**src/rtl/multicycle_control_fsm.sv**
```systemverilog
`default_nettype none
// multicycle_control_fsm: Moore control unit for the multicycle RV32I datapath.
// Revision 1.0 - initial release.
module multicycle_control_fsm (
  input  logic       clk,
  input  logic       rst,
  input  logic [6:0] op,
  input  logic       Zero,
  input  logic       mem_ready,
  output logic       PCWrite,
  output logic       AdrSrc,
  output logic       MemWrite,
  output logic       IRWrite,
  output logic       RegWrite,
  output logic [1:0] ResultSrc,
  output logic [1:0] ALUSrcA,
  output logic [1:0] ALUSrcB,
  output logic [1:0] ALUOp,
  output logic [1:0] ImmSrc,
  output logic       instr_done,
  output logic       illegal_op
);

  localparam bit RESET_STATE_FETCH = 1'b1;

  localparam logic [6:0] OP_LW  = 7'b0000011;
  localparam logic [6:0] OP_SW  = 7'b0100011;
  localparam logic [6:0] OP_R   = 7'b0110011;
  localparam logic [6:0] OP_I   = 7'b0010011;
  localparam logic [6:0] OP_BEQ = 7'b1100011;
  localparam logic [6:0] OP_JAL = 7'b1101111;

  typedef enum logic [3:0] {
    S_FETCH    = 4'd0,
    S_DECODE   = 4'd1,
    S_MEMADR   = 4'd2,
    S_MEMREAD  = 4'd3,
    S_MEMWB    = 4'd4,
    S_MEMWRITE = 4'd5,
    S_EXECR    = 4'd6,
    S_EXECI    = 4'd7,
    S_ALUWB    = 4'd8,
    S_BEQ      = 4'd9,
    S_JAL      = 4'd10
  } state_t;

  // FETCH is the only legal reset target; the flag is fixed at 1.
  localparam state_t RESET_STATE = RESET_STATE_FETCH ? S_FETCH : S_FETCH;

  state_t state;
  state_t next_state;

  always_ff @(posedge clk or posedge rst) begin
    if (rst) state <= RESET_STATE;
    else     state <= next_state;
  end

  always_comb begin
    next_state = S_FETCH;
    PCWrite    = 1'b0;
    AdrSrc     = 1'b0;
    MemWrite   = 1'b0;
    IRWrite    = 1'b0;
    RegWrite   = 1'b0;
    ResultSrc  = 2'b00;
    ALUSrcA    = 2'b00;
    ALUSrcB    = 2'b00;
    ALUOp      = 2'b00;
    instr_done = 1'b0;
    illegal_op = 1'b0;
    case (state)
      S_FETCH: begin
        ALUSrcB   = 2'b10;
        ResultSrc = 2'b10;
        IRWrite   = mem_ready;
        PCWrite   = mem_ready;
        next_state = mem_ready ? S_DECODE : S_FETCH;
      end
      S_DECODE: begin
        ALUSrcA = 2'b01;
        ALUSrcB = 2'b01;
        case (op)
          OP_LW, OP_SW: next_state = S_MEMADR;
          OP_R:         next_state = S_EXECR;
          OP_I:         next_state = S_EXECI;
          OP_BEQ:       next_state = S_BEQ;
          OP_JAL:       next_state = S_JAL;
          default: begin
            next_state = S_FETCH;
            illegal_op = 1'b1;
            instr_done = 1'b1;
          end
        endcase
      end
      S_MEMADR: begin
        ALUSrcA = 2'b10;
        ALUSrcB = 2'b01;
        next_state = (op == OP_SW) ? S_MEMWRITE : S_MEMREAD;
      end
      S_MEMREAD: begin
        AdrSrc = 1'b1;
        next_state = mem_ready ? S_MEMWB : S_MEMREAD;
      end
      S_MEMWB: begin
        ResultSrc  = 2'b01;
        RegWrite   = 1'b1;
        instr_done = 1'b1;
      end
      S_MEMWRITE: begin
        AdrSrc     = 1'b1;
        MemWrite   = 1'b1;
        instr_done = mem_ready;
        next_state = mem_ready ? S_FETCH : S_MEMWRITE;
      end
      S_EXECR: begin
        ALUSrcA = 2'b10;
        ALUOp   = 2'b10;
        next_state = S_ALUWB;
      end
      S_EXECI: begin
        ALUSrcA = 2'b10;
        ALUSrcB = 2'b01;
        ALUOp   = 2'b11;
        next_state = S_ALUWB;
      end
      S_ALUWB: begin
        RegWrite   = 1'b1;
        instr_done = 1'b1;
      end
      S_BEQ: begin
        ALUSrcA    = 2'b10;
        ALUOp      = 2'b01;
        PCWrite    = Zero;
        instr_done = 1'b1;
      end
      S_JAL: begin
        // Target already sits in ALUOut from DECODE; PC+4 goes to rd in ALUWB.
        ALUSrcA = 2'b01;
        ALUSrcB = 2'b10;
        PCWrite = 1'b1;
        next_state = S_ALUWB;
      end
      default: next_state = S_FETCH;
    endcase
  end

  always_comb begin
    case (op)
      OP_SW:   ImmSrc = 2'b01;
      OP_BEQ:  ImmSrc = 2'b10;
      OP_JAL:  ImmSrc = 2'b11;
      default: ImmSrc = 2'b00;
    endcase
  end

endmodule
`default_nettype wire

```
**config.mk**
```make
export PLATFORM = sky130hd
export DESIGN_NAME = multicycle_control_fsm
export DESIGN_NICKNAME = d
export VERILOG_FILES = /design/src/rtl/multicycle_control_fsm.sv
export SDC_FILE = /design/constraint.sdc
export NUM_CORES = 1
export LEC_CHECK = 0
export BUFFER_PORTS_ARGS = -buffer_cell sky130_fd_sc_hd__buf_2
export CORE_UTILIZATION = 45
export DETAILED_ROUTE_END_ITERATION = 10
export HOLD_SLACK_MARGIN = 0.06
export PLACE_DENSITY = 0.77
export SYNTH_ARGS = -nofsm -noshare
export SYNTH_HDL_FRONTEND = slang
export SYNTH_SLANG_ARGS = --single-unit
export TNS_END_PERCENT = 30
```
**constraint.sdc**
```tcl
create_clock -name clk -period 2.1 [get_ports clk]
set_input_delay 0.63 -clock clk [delete_from_list [all_inputs] [get_ports clk]]
set_output_delay 0.63 -clock clk [all_outputs]
set_load 0.02 [all_outputs]
```
Yosys cells after proc, flatten, opt, wreduce, memory -nomap -nowiden
Index checks and enable logic that the tools add are counted.
Operators by class
  equality and inequality tests: 16
  mux-type cells: 19
  reductions and logical operators: 11
Operator list (number)
  4-bit one-hot mux with 6 select lines: 1
  4-bit one-hot mux with 5 select lines: 1
  4-bit by 3-bit == test with 1-bit output, second input constant: 4
  7-bit by 6-bit == test with 1-bit output, second input constant: 2
  7-bit == test, second input constant: 2
  4-bit == test, second input constant: 3
  2-bit one-hot mux with 2 select lines: 3
  2-bit one-hot mux with 3 select lines: 2
  2-bit OR reduction: 5
  3-bit two-way mux: 3
  3-bit OR reduction: 3
  4-bit by 2-bit == test with 1-bit output, second input constant: 2
  7-bit by 2-bit == test with 1-bit output, second input constant: 1
  7-bit by 5-bit == test with 1-bit output, second input constant: 1
  1-bit two-way mux: 7
  1-bit one-hot mux with 3 select lines: 2
  6-bit OR reduction: 1
  4-bit by 1-bit == test with 1-bit output, second input constant: 1
  4-bit logical NOT: 1
  4-bit OR reduction: 1
Storage, ports and cells
  register bits after elaboration: 4
  input port bits: 11
  output and inout port bits: 17
  logic and storage cells: 47

Longest topological paths before layout
  depth in word-level cells: 4
  depth in mapped cells: 5

Worst setup path before layout
OpenSTA, ideal clock, no wires.
  path type: input port to output port
  start: input op[6]
  end: output instr_done
  data arrival time: 1.702 ns
  data required time: 1.470 ns
  slack: -0.232 ns
  stages: 5
  path buffers: 1
  cell sequence: buf_2 -> nand3_1 -> nor2_1 -> a311oi_2 -> o21bai_1
Between the ends
  longest elaborated chain between the ends: 4
  elaborated cells on any way between the ends: 9
  those cells by class: 6 x eq/ne; 2 x mux; 1 x reduce/logical
RTL lines
  start, declared: RTL line 7  | input logic [6:0] op,
  7-bit by 6-bit == test with 1-bit output, or another cell as far along: RTL line 82  | case (op)
  6-bit OR reduction (no line) (*)
  1-bit two-way mux (*): RTL line 82
  1-bit one-hot mux with 3 select lines (*): RTL line 71  | case (state)
  end, declared: RTL line 20  | output logic instr_done,
Every way passes the cells marked *; elsewhere a longest branch is shown, timed or not.

Worst setup path in the final report
  start: input op[4]
  end: output instr_done
The elaborated chain is that of the path after synthesis.

==> reports/results.tsv <==
stage	metric	value	unit
status	status	finished, violations left	
status	violations	setup timing	
place	hpwl	1.45	mm
detailed_routing	drt_iter0_drc	32	
final_layout	fill_cells	95	
final_layout	regArea	103	sq um
detailed_routing	ant_nets	0	
floorplanning	start_util	48.2	%
floorplanning	rows	13	
clocking	clk_path_buf_depth	2	
sta	relSlewSlack	76.8	%
yosys	yosysWarnings	0	
clocking	insertion_delay	0.25	ns
worst_hold_path	holdCritPathClass	in2async	
pwr	pwr_density_cell	672	nW/um^2
clocking	clock_sinks	4	
place	placed_area	890	sq um
critical_path	crit_slowest_cell	a211oi_4	
final_layout	regMostFlops	state	
detailed_routing	dr.pass1.iters	4	
grt	grt_max_degree	13	
critical_path	cp-start-kind	input port	
yosys	synth-seq-area-share	16.2	%
sta	fin_worst_skew	0.0136	ns
grt	antenna_found_initial	0	
final_layout	largest_reg_flops	4	
detailed_routing	vias	796	
run	maxCapViolations	0	
grt	gr-total-overflow	0	
grt	grt_pass1_vias	710	
sta	tightest_slew	0.342	ns
final_layout	multi_input_area	546	sq um
sta	final-hold-violation-count	0	
yosys	synth_ff_type	dfrtp_1	
sta	maxSlewViolCount	0	
clocking	cts_root_buffer	clkbuf_4	
pwr	irDropWorstVdd	0.000441	V
grt	grt_usage	26.9	%
critical_path	max_stage_delay	0.23	ns
yosys	synth_cell_types	44	
grt	busiest_layer	met2	
sta	setup_viol_count_final	2	
yosys	avgSynthCellArea	7.74	sq um
detailed_routing	vias_per_cell	5.73	
floorplanning	dieArea	1530	sq um
place	place.gp.congestion	0.856	
critical_path	crit_chain	buf_6 -> nand2b_4 -> a211oi_4 -> a311oi_4 -> o21bai_4 -> buf_6	
critical_path	crit_fanout	3	
clocking	cts_tree	done	
critical_path	endpoint_kind	output port	
final_layout	final_common_cell	buf_4	
clocking	cts_buffers	3	
floorplanning	die_y	39.1	microns
critical_path	worstPathArrival	1.55	ns
final_layout	layout_common_cells	22 x buf_4, 20 x buf_2, 8 x nor2_1	
critical_path	crit_type	in2out	
yosys	ys_seq_elements	4	
yosys	syn_inst	80	
critical_path	rr_startpoint	state[0]$_DFF_PP0_	
floorplanning	design.core.area	1280	sq um
final_layout	syn2layout_area_growth	63.2	%
sta	min_period	2.18	ns
grt	met1_usage	25.1	%
critical_path	cpMostUsedCell	buf_6	
pwr	total_leakage_power	0.493	nW
detailed_routing	wl_per_cell	13.7	microns
final_layout	antenna_cells	0	
critical_path	critPathBufInv	2	
yosys	synth_edf_count	0	
sta	max_freq	458	MHz
grt	met2_usage	56.3	%
final_layout	final_cell_area	1010	sq um
critical_path	crit_family	compound AO/OA/AOI/OAI gates	
sta	fin_crit_sh	104	%
yosys	async_flop_share	100	%
final_layout	reg_top3	state (4)	
detailed_routing	drc	0	
floorplanning	die-width	39.1	microns
detailed_routing	detail_route.wirelength	1.91	mm
clocking	clk_pin_slew	0.05	ns
final_layout	final_nets	137	
sta	rsz0062_at_grt	true	
yosys	synth_fp_nets	91	
floorplanning	io_pins	28	
clocking	htree_levels	1	
yosys	synth_area	619	sq um
clocking	hold_buffers	0	
critical_path	critPathLaunch	op[4]	
final_layout	fin_util	78.7	%
final_layout	layout-drive-gt1-share	54.0	%
critical_path	required	1.47	ns
grt	grt_pass1_wl	2.79	mm
grt	grtUsageMet3	2.31	%
place	place.port_buffers	27	
sta	timing.final.ws_setup	-0.0838	ns
==> layer usage <==
| metal | wire length, microns | vias to the layer above |
|---|---|---|
| met5 | 0 | - |
| met4 | 46 | 0 |
| met3 | 123 | 9 |
| met2 | 1040 | 44 |
| met1 | 700 | 362 |
| li1 | - | 381 |
==> cell usage after synthesis (2+ instances only) <==
| cell type | count | area [sq um] |
|---|---|---|
| a22oi_1 | 2 | 15.0 |
| dfrtp_1 | 4 | 100 |
| and2_1 | 4 | 25.0 |
| nand3_1 | 2 | 10.0 |
| inv_1 | 3 | 11.3 |
| nor2_1 | 8 | 30.0 |
| mux2i_1 | 2 | 20.0 |
| nor3_1 | 2 | 10.0 |
| nand2_1 | 5 | 18.8 |
| nand2b_1 | 6 | 37.5 |
| buf_4 | 2 | 15.0 |
| o311ai_1 | 3 | 26.3 |
| and2b_1 | 3 | 22.5 |
| a21oi_1 | 4 | 20.0 |
==> metrics by stage <==
step	setup TNS, ns	total power [W]	hold WS, ns	worst slack [ns]	cells
final	-0.117	0.000680	0.257	-0.0838	139
after global routing	-0.352	0.000720	0.269	-0.122	139
after CTS	-0.108	0.000638	0.264	-0.0776	138
after detailed placement	-0.127	0.000502	0.521	-0.112	134
after global placement	-0.0417	0.000488	0.505	-0.0417	134
after floorplan	-0.0524	0.000369	0.396	-0.0524	80
==> path summary, 6_finish.rpt <==
path / endpoint / slack (ns) / cells past startpoint
setup / recovery: instr_done / -0.08 / 6
setup reg to reg: state[2]$_DFF_PP0_ / 0.75 / 6
max in group asynchronous: state[3]$_DFF_PP0_ / 1.65 / 2
min in group clk: state[2]$_DFF_PP0_ / 0.52 / 1
hold reg to reg: state[2]$_DFF_PP0_ / 0.52 / 1
hold / removal: state[0]$_DFF_PP0_ / 0.26 / 2
==> worst register-to-register path, cell delays in order (launching register included) <==
cell	delay (ns)
dfrtp_1	0.38
nor2b_4	0.15
buf_6	0.12
buf_4	0.13
a22o_1	0.21
a22oi_1	0.16
nor2_1	0.06
==> cell families (layout without fill, tap and decap cells) <==
| logic type | Yosys count | after routing | share of synthesized area [%] |
|---|---|---|---|
| compound gates | 21 | 21 | 26.1 |
| simple gates | 43 | 43 | 44.2 |
| mux | 2 | 2 | 3.23 |
| xor+xnor | 2 | 2 | 2.83 |
| flops | 4 | 4 | 16.2 |
| buf+inv | 8 | 52 | 7.47 |
==> layout make-up <==
cell class / count / share of cell area [%]
multi-input cells: 68 / 54.0
well taps: 15 / 1.86
flip-flops and latches: 4 / 10.1
repair buffers: 46 / 30.7
clock buffers: 3 / 2.23
inverters: 3 / 1.11
==> where the power goes <==
part	switching [W]	internal (W)	total, W
Combinational	0.000253	0.000226	0.000478
Clock	0.0000382	0.0000644	0.000103
Sequential	0.0000111	0.0000875	0.0000986
Total	0.000302	0.000378	0.000680
==> timing repair <==
item,CTS,global route
buffers inserted,1,1
endpoints found under the setup margin,3,9
pin swaps,2,4
gates resized for setup,7,14
hold endpoints to repair,0,0
No activity file was read; power rests on OpenSTA's default activity.
